## config.mk

```make
export PLATFORM = sky130hd
export DESIGN_NAME = uart_tx_arb
export DESIGN_NICKNAME = d
export VERILOG_FILES = /design/src/rtl/uart_tx_arb.sv
export SDC_FILE = /design/constraint.sdc
export NUM_CORES = 1
export LEC_CHECK = 0
export CORE_ASPECT_RATIO = 2
export CORE_MARGIN = 2
export CORE_UTILIZATION = 28
export CTS_BUF_LIST = sky130_fd_sc_hd__clkbuf_16
export CTS_CLUSTER_DIAMETER = 40
export DETAILED_ROUTE_END_ITERATION = 10
export PLACE_DENSITY = 0.6
export SLEW_MARGIN = 20
export SYNTH_ARGS = -nofsm -noshare
export SYNTH_HDL_FRONTEND = slang
export SYNTH_SLANG_ARGS = --single-unit
```

## constraint.sdc

```tcl
create_clock -name clk_i -period 2.26 [get_ports clk_i]
set_input_delay 0.452 -clock clk_i [delete_from_list [all_inputs] [get_ports clk_i]]
set_output_delay 0.452 -clock clk_i [all_outputs]
set_load 0.005 [all_outputs]
```

## src/rtl/uart_tx_arb.sv

```systemverilog
// uart_tx_arb: arbitrates NUM_REQ byte producers onto one uart_tx serializer.
// Exactly one byte is in flight: grant -> one-cycle load strobe -> wait for the
// serializer's busy flag to rise and then fall -> next grant.
// Build option: define UART_TX_ARB_FIXED_PRIO_EN for fixed priority (lowest
// index always wins). The default build is round-robin.

// uart.vh normally supplies the byte width; fall back to 8 so the block
// elaborates on its own.
`ifndef UART_DATA_LENGTH
`define UART_DATA_LENGTH 8
`endif

module uart_tx_arb #(
  parameter int NUM_REQ   = 4,
  parameter int W         = `UART_DATA_LENGTH,
  parameter int START_TMO = 3
) (
  input  logic                       clk_i,
  input  logic                       rst_i,
  input  logic [NUM_REQ*W-1:0]       req_data_i,
  input  logic [NUM_REQ-1:0]         req_v_i,
  output logic [NUM_REQ-1:0]         req_rdy_o,
  output logic [W-1:0]               tx_data_o,
  output logic                       tx_v_o,
  input  logic                       tx_busy_i,
  output logic [$clog2(NUM_REQ)-1:0] grant_o,
  output logic                       err_o
);

  localparam int GW = $clog2(NUM_REQ);
  localparam logic [3:0] TMO_LAST = 4'(START_TMO - 1);

  typedef enum logic [1:0] {
    ST_IDLE,
    ST_LOAD,
    ST_WAIT_START,
    ST_WAIT_DONE
  } state_t;

  state_t        state;
  state_t        state_next;
  logic [3:0]    tmo_cnt;
  logic          tmo_fire;
  logic [GW-1:0] winner;
  logic          do_grant;

  // A grant needs an idle arbiter, an idle serializer and at least one request.
  // The busy guard also covers a frame still shifting out after an arbiter reset.
  assign do_grant = (state == ST_IDLE) && !tx_busy_i && (|req_v_i);

`ifdef UART_TX_ARB_FIXED_PRIO_EN

  // Fixed priority: scanning downward leaves the lowest asserted index as winner.
  always_comb begin
    winner = '0;
    for (int i = NUM_REQ - 1; i >= 0; i--) begin
      if (req_v_i[i]) winner = GW'(i);
    end
  end

`else

  logic [GW-1:0] rr_ptr;
  logic [GW:0]   rr_idx;
  logic          found;

  // Round-robin search: first asserted request after the last winner, wrapping.
  // NOTE: every variable written in an always_comb gets a default before any
  // conditional assignment; a path that leaves one unassigned infers a latch.
  always_comb begin
    winner = '0;
    found  = 1'b0;
    rr_idx = '0;
    for (int i = 1; i <= NUM_REQ; i++) begin
      rr_idx = {1'b0, rr_ptr} + (GW+1)'(i);
      if (rr_idx >= (GW+1)'(NUM_REQ)) rr_idx = rr_idx - (GW+1)'(NUM_REQ);
      if (!found && req_v_i[rr_idx[GW-1:0]]) begin
        winner = rr_idx[GW-1:0];
        found  = 1'b1;
      end
    end
  end

  // Pointer remembers the last winner; reset value makes requester 0 win first.
  always_ff @(posedge clk_i) begin
    if (rst_i)         rr_ptr <= GW'(NUM_REQ - 1);
    else if (do_grant) rr_ptr <= winner;
  end

`endif

  // Ready goes only to the winner, and only in the cycle the grant happens.
  always_comb begin
    req_rdy_o = '0;
    if (do_grant) req_rdy_o[winner] = 1'b1;
  end

  // Next-state logic, including the start-of-frame timeout.
  always_comb begin
    state_next = state;
    tmo_fire   = 1'b0;
    case (state)
      ST_IDLE: begin
        if (do_grant) state_next = ST_LOAD;
      end
      ST_LOAD: begin
        state_next = ST_WAIT_START;
      end
      ST_WAIT_START: begin
        if (tx_busy_i) begin
          state_next = ST_WAIT_DONE;
        end else if (tmo_cnt == TMO_LAST) begin
          // Serializer never picked up the byte: flag it and drop the byte.
          tmo_fire   = 1'b1;
          state_next = ST_IDLE;
        end
      end
      ST_WAIT_DONE: begin
        if (!tx_busy_i) state_next = ST_IDLE;
      end
      default: state_next = ST_IDLE;
    endcase
  end

  // State register and the count of idle-busy cycles spent in WAIT_START.
  // NOTE: sequential state uses non-blocking assignments so every register
  // samples the pre-edge values, independent of statement order.
  always_ff @(posedge clk_i) begin
    if (rst_i) begin
      state   <= ST_IDLE;
      tmo_cnt <= '0;
    end else begin
      state <= state_next;
      if (state == ST_WAIT_START && !tx_busy_i && !tmo_fire) tmo_cnt <= tmo_cnt + 4'd1;
      else                                                    tmo_cnt <= '0;
    end
  end

  // Output registers: byte and index captured on the grant edge and held until
  // the next grant; the strobe is high exactly while in LOAD; the fault is sticky.
  always_ff @(posedge clk_i) begin
    if (rst_i) begin
      tx_data_o <= '0;
      tx_v_o    <= 1'b0;
      grant_o   <= '0;
      err_o     <= 1'b0;
    end else begin
      tx_v_o <= do_grant;
      if (do_grant) begin
        tx_data_o <= req_data_i[winner*W +: W];
        grant_o   <= winner;
      end
      if (tmo_fire) err_o <= 1'b1;
    end
  end

  // Output sanity properties.
  rdy_onehot: assert property (@(posedge clk_i) $onehot0(req_rdy_o));
  strobe_single: assert property (@(posedge clk_i) disable iff (rst_i) tx_v_o |=> !tx_v_o);

endmodule
```

==> results of run 1 <==
-- per-stage QoR --
stage | setup TNS (ps) | cells | cell area [sq um]
2_1_floorplan | 0 | 122 | 1110
3_3_place_gp | -3490 | 246 | 1860
3_5_place_dp | -3380 | 246 | 1860
4_1_cts | 0 | 252 | 2040
5_1_grt | 0 | 252 | 2030
6_report | 0 | 252 | 2030
-- Yosys cell counts --
library cell  instances  area share
xnor2_1               1      0.0079
or4_1                 2       0.014
nor4_2                1       0.011
a211oi_1              2       0.014
o221ai_1              4       0.032
nand3b_1              5       0.034
dfxtp_1              20        0.36
nand3_1               5       0.023
o2bb2ai_4             1       0.025
mux2i_1               9       0.081
clkbuf_1              1      0.0034
o21bai_1              2       0.014
nor2_4                1       0.010
a21oi_1               7       0.032
and2b_2               1      0.0079
nor2_2                1      0.0056
mux2_1                3       0.030
a31oi_1               1      0.0056
buf_2                 1      0.0045
or3_1                 1      0.0056
o31ai_1               1      0.0068
nor3b_1               1      0.0068
mux2_4                1       0.014
buf_6                 1       0.010
nor4_1                2       0.011
buf_4                 1      0.0068
a21boi_1              1      0.0068
nand2_1               9       0.030
a221o_1               4       0.036
nor3_1                4       0.018
nor2_1               16       0.054
xor2_1                1      0.0079
ha_1                  2       0.023
o21ba_2               1      0.0090
inv_1                 2      0.0068
o211ai_1              1      0.0068
a2bb2oi_1             1      0.0079
o21ai_0               4       0.018
-- layer usage --
layer | vias to the layer above | GRT usage | wire length (um)
li1 | 614 | - | -
met1 | 592 | 0.146 | 1230
met2 | 28 | 0.324 | 2080
met3 | 2 | 0.0415 | 148
met4 | 0 | 0.0429 | 27
met5 | - | 0 | 0
-- how the worst max path moves through the flow --
stage / end / slack [ps] / cells after the start / start
finish: req_rdy_o[3] / 140 / 7 / req_v_i[0]
detailed placement: req_rdy_o[2] / -500 / 7 / req_v_i[0]
global placement: req_rdy_o[1] / -530 / 5 / req_v_i[3]
CTS: req_rdy_o[1] / 7 / 7 / req_v_i[3]
floorplan: req_rdy_o[2] / 350 / 6 / req_v_i[0]
global route: req_rdy_o[0] / 40 / 7 / req_v_i[3]
-- worst max-delay path: stages --
cell and delay [ps]:
clkdlybuf4s15_2 240, and2b_2 260, buf_4 140, o2bb2ai_4 120, nor2_4 130, nor2_1 60
dlygate4sd2_1 260
-- report_power, final --
| part | switching [uW] | internal (uW) | total (uW) |
|---|---|---|---|
| Clock | 127 | 351 | 478 |
| Combinational | 148 | 224 | 371 |
| Sequential | 23.1 | 383 | 406 |
-- timing repair --
item | 4_1_cts | 5_1_grt
endpoints found under the setup margin | 8 | 2
hold endpoints to repair | 0 | 0
pin swaps | 7 | 1
buffers inserted | 2 | 0
resized for setup | 25 | 5
-- layout make-up --
type / instances / area [sq um] / share of cell area
well taps: 51 / 63.8 / 0.0314
clock inverters: 1 / 30.0 / 0.0148
multi-input cells: 96 / 739 / 0.363
inverters: 2 / 7.51 / 0.00369
flip-flops and latches: 20 / 400 / 0.197
repair buffers: 79 / 718 / 0.353
clock buffers: 3 / 75.1 / 0.0369
-- cell families (layout without fill, tap and decap cells) --
group | after synthesis | count (layout) | share of synthesized area
AND/OR/NAND/NOR | 49 | 49 | 0.231
AO/OA/AOI/OAI | 30 | 30 | 0.212
flip-flops | 20 | 20 | 0.361
multiplexers | 13 | 13 | 0.125
buffers and inverters | 6 | 85 | 0.0316
adder cells (fa/ha/maj) | 2 | 2 | 0.0226
XOR/XNOR | 2 | 2 | 0.0158
-- registers in the layout, summed over array words and instances, names as in the netlist --
register,flops
tx_data_o,8
tmo_cnt,4
tx_v_o,1
rr_ptr,2
err_o,1
grant_o,2
state,2
==> results by group, run 1 <==
Cells and area
  • Core Util, Final: 0.529
  • Nets: 243
  • Antenna cells: 0
  • Area delta synth->final: 83.5%
  • Share of cells above drive strength 1: 0.239
  • Most common cell after layout, fill and taps aside: clkdlybuf4s50_1
  • Fillers: approximately 380
  • Most frequent cells in the layout: 45 x clkdlybuf4s50_1, 25 x buf_4, 20 x dfxtp_1

Floorplanning
  • # rows: 32
  • Die Ht: 93.0 um
  • Ports: 55
  • Total core area: 3840 sq um
  • Die Area: 4510 sq um
  • Initial core utilization: 0.288
  • Die Width: 48.5 um

Routing
  • # DRC: 0
  • DRT Pass-1 Iters: 4
  • Number of nets with antenna violations after routing: 0
  • Detailed-route via count: 1236
  • WL/cell: 13.8 um
  • First DRT Iteration DRCs: 18
  • Via density: ~4.9
  • Total wire length: 3490 um

Timing
  • Setup violators final: 0
  • Slew HR: 0.702
  • Slew @ Worst Pin: 443 ps
  • Period utilisation layout: 0.936
  • Final min period: 2120 ps
  • Clock skew: 3.65 ps
  • Final hold vios: 0
  • Final setup margin: approximately 140 ps
  • Fin Hold WS: 465 ps
  • RSZ-0062 raised after global routing: no
  • Fmax: 473 MHz
  • Max-slew violation count: 0

Logic synthesis
  • Yosys warnings: 0
  • Sequential area share after synthesis: 0.361
  • Syn avg cell area: a little over 9 sq um
  • Mapped cell area: 1110 sq um
  • Post-Syn Instances: 122
  • Mapped Nets: 163
  • Distinct cells, synth: 38
  • Yosys reg bits: 20

Critical path
  • Setup crit end kind: primary output
  • Reg2reg start: rr_ptr[1]$_SDFFE_PP1P_
  • Worst EP arrival: 1660 ps
  • Worst R2R Path Depth: 7
  • Critical path class: primary input to primary output
  • CP Launch Type: primary input
  • CP Max Fanout: 5
  • Reg2Reg Setup Slack: ~280 ps
  • Worst Path Required: approximately 1800 ps
  • Crit Reg-Reg Endpoint: tx_data_o[3]$_SDFFE_PP0P_

Power and ir drop
  • Power density over the cells: 617 nW/um^2
  • Total design power: 1260 uW
  • Lkg Pwr: about 0.00081 uW
  • Peak VDD IR: 0.000577 V

Clock network
  • Root buf cell: clkbuf_16
  • Clk buf depth: 2
  • Clk Latency, worst-skew pair: 250 ps
  • Clock-pin slew on the worst setup and hold paths: around 50 ps
  • Hold-fix buffers at CTS: 0
  • CTS Sinks: 20
  • CTS buffer count: 3
  • CTS tree: yes
  • H-tree Lvls: 1

Global route
  • GRT Total Usage: 0.157
  • Gr ovfl total: 0
  • Vias in the first global route: 1244
  • First-pass GRT wire length: 5560 um
  • Initial antenna violation count: 0
  • Largest net degree at the start of global routing: 14

Min path
  • Worst Hold Launch: grant_o[1]$_SDFFE_PP0P_
  • Hold Path Class: register to register
  • Hold depth: 2
  • End of the worst hold path: grant_o[1]$_SDFFE_PP0P_

Outcome
  • Status: complete, no violations

Placement
  • PortBufs: 54
  • Pre-CTS setup slack: -505 ps
  • DP HPWL: approximately 2900 um
  • Routability cong.: 0.831

Run
  • Max Cap Viol: 0
No activity file was read; power rests on OpenSTA's default activity.
==> inputs of run 2 (changes only) <==
- CTS_CLUSTER_DIAMETER: 40 -> not set
==> results of run 2 <==
No change in the layout: final DEF, timing and power equal those of run 1.
==> inputs of run 3 (changes only) <==
- CTS_BUF_LIST: sky130_fd_sc_hd__clkbuf_16 -> sky130_fd_sc_hd__clkbuf_4 sky130_fd_sc_hd__clkbuf_8 sky130_fd_sc_hd__clkbuf_16
==> results by group, run 3 (synthesis gave the netlist of run 1 again) <==
Cells and area
  • Most frequent cells in the layout: 45 x clkdlybuf4s50_1, 26 x buf_4, 20 x dfxtp_1
  • Most common cell after layout, fill and taps aside: clkdlybuf4s50_1
  • Antenna cells: 0
  • Nets: 244
  • Core Util, Final: 0.524
  • Largest Register: tx_data_o
  • Max reg flops: 8
  • Final instance area: 2010 sq um
  • Non-filler cells, final: 253
  • Area delta synth->final: 81.7%
  • Largest registers in the final layout: tx_data_o: 8 flops, tmo_cnt: 4 flops
  • Share of cells above drive strength 1: 0.248

Critical path
  • Worst EP arrival: 1680 ps
  • Worst R2R Path Depth: 8
  • CP Max Fanout: 4
  • Worst Path Required: around 1800 ps
  • CP Launch Type: primary input
  • Setup crit end kind: primary output
  • Critical path class: primary input to primary output

Floorplanning
  • # rows: 32
  • Die Area: 4510 sq um
  • Initial core utilization: 0.288
  • Die Width: 48.5 um
  • Ports: 55
  • Die Ht: 93.0 um
  • Total core area: 3840 sq um

Routing
  • Total wire length: 3450 um
  • First DRT Iteration DRCs: 11
  • Number of nets with antenna violations after routing: 0
  • # DRC: 0
  • WL/cell: 13.6 um
  • Via density: 4.87
  • Detailed-route via count: 1232
  • DRT Pass-1 Iters: 4

Clock network
  • CTS Sinks: 20
  • CTS tree: yes
  • Root buf cell: clkbuf_8
  • Clk Latency, worst-skew pair: 260 ps
  • Clock-pin slew on the worst setup and hold paths: 70 ps
  • Clk buf depth: 2
  • CTS buffer count: 3
  • H-tree Lvls: 1

Timing
  • Final min period: 2130 ps
  • Clock skew: 6.25 ps
  • RSZ-0062 raised after global routing: no
  • Period utilisation layout: 0.941
  • Setup TNS: 0 ps
  • Slew HR: 0.702
  • Setup violators final: 0
  • Slew @ Worst Pin: around 440 ps
  • Max-slew violation count: 0
  • Fin Hold WS: 467 ps
  • Final hold vios: 0
  • Fmax: 470 MHz

Placement
  • Routability cong.: between 0.8 and 0.9
  • Placed cell count: 246
  • Placement Cell Area: 1860 sq um
  • PortBufs: 54
  • DP HPWL: 2860 um

Global route
  • Initial antenna violation count: 0
  • GRT Total Usage: 0.159
  • Gr ovfl total: 0
  • Largest net degree at the start of global routing: 14
  • Vias in the first global route: between 1000 and 1500
  • First-pass GRT wire length: 5570 um

Min path
  • Hold Path Class: register to register
  • Hold depth: 2

Outcome
  • Status: complete, no violations

Power and ir drop
  • Peak VDD IR: 0.000457 V
  • Power density over the cells: 565 nW/um^2
  • Lkg Pwr: 0.000809 uW

Run
  • Max Cap Viol: 0
==> run 3: routing by layer <==
| metal | vias up | track usage | share of wire |
|---|---|---|---|
| met5 | - | 0 | 0 |
| met4 | 0 | 0.0500 | 0.012 |
| met3 | 5 | 0.0463 | 0.049 |
| met2 | 31 | 0.322 | 0.58 |
| met1 | 579 | 0.146 | 0.36 |
| li1 | 617 | - | - |
==> run 3: final cells by class <==
cell class | count | area [sq um]
Multi-Input combinational cell | 96 | 743
Clock inverter | 1 | 30.0
Sequential cell | 20 | 400
Tap cell | 51 | 63.8
Clock buffer | 3 | 41.3
Timing Repair Buffer | 80 | 728
Fill cell | 388 | 1830
Inverter | 2 | 7.51
==> run 3: stage by stage <==
| step | setup WS (ps) | power, uW |
|---|---|---|
| 3_5_place_dp | -505 | 764 |
| 3_3_place_gp | -535 | 759 |
| 5_1_grt | 17.6 | 1190 |
| 2_1_floorplan | 349 | 561 |
| 6_report | 133 | 1140 |
| 4_1_cts | -86.7 | 1140 |
==> run 3: path summary, 6_finish.rpt <==
check | start | endpoint | slack [ps]
max reg2reg | rr_ptr[0]$_SDFFE_PP1P_ | tx_data_o[0]$_SDFFE_PP0P_ | 260
min | grant_o[1]$_SDFFE_PP0P_ | grant_o[1]$_SDFFE_PP0P_ | 470
max | req_v_i[2] | req_rdy_o[1] | 130
min reg2reg | grant_o[1]$_SDFFE_PP0P_ | grant_o[1]$_SDFFE_PP0P_ | 470
==> run 3: what timing repair did <==
item                       CTS  global route
hold buffers                 0             0
setup endpoints to repair    8             3
pin swaps                    7             4
buffers inserted             2             1
resized for setup           24             6
==> run 3: power by group <==
part / internal (uW) / switching (uW)
logic: 229 / 148
registers: 382 / 23.0
clock network: 237 / 120
total: 848 / 291
==> run 3: worst max-delay path, stage by stage <==
cell,delay (ps)
dlygate4sd2_1,290
nor4_4,90
or4_4,540
nor3_1,160
clkbuf_2,140
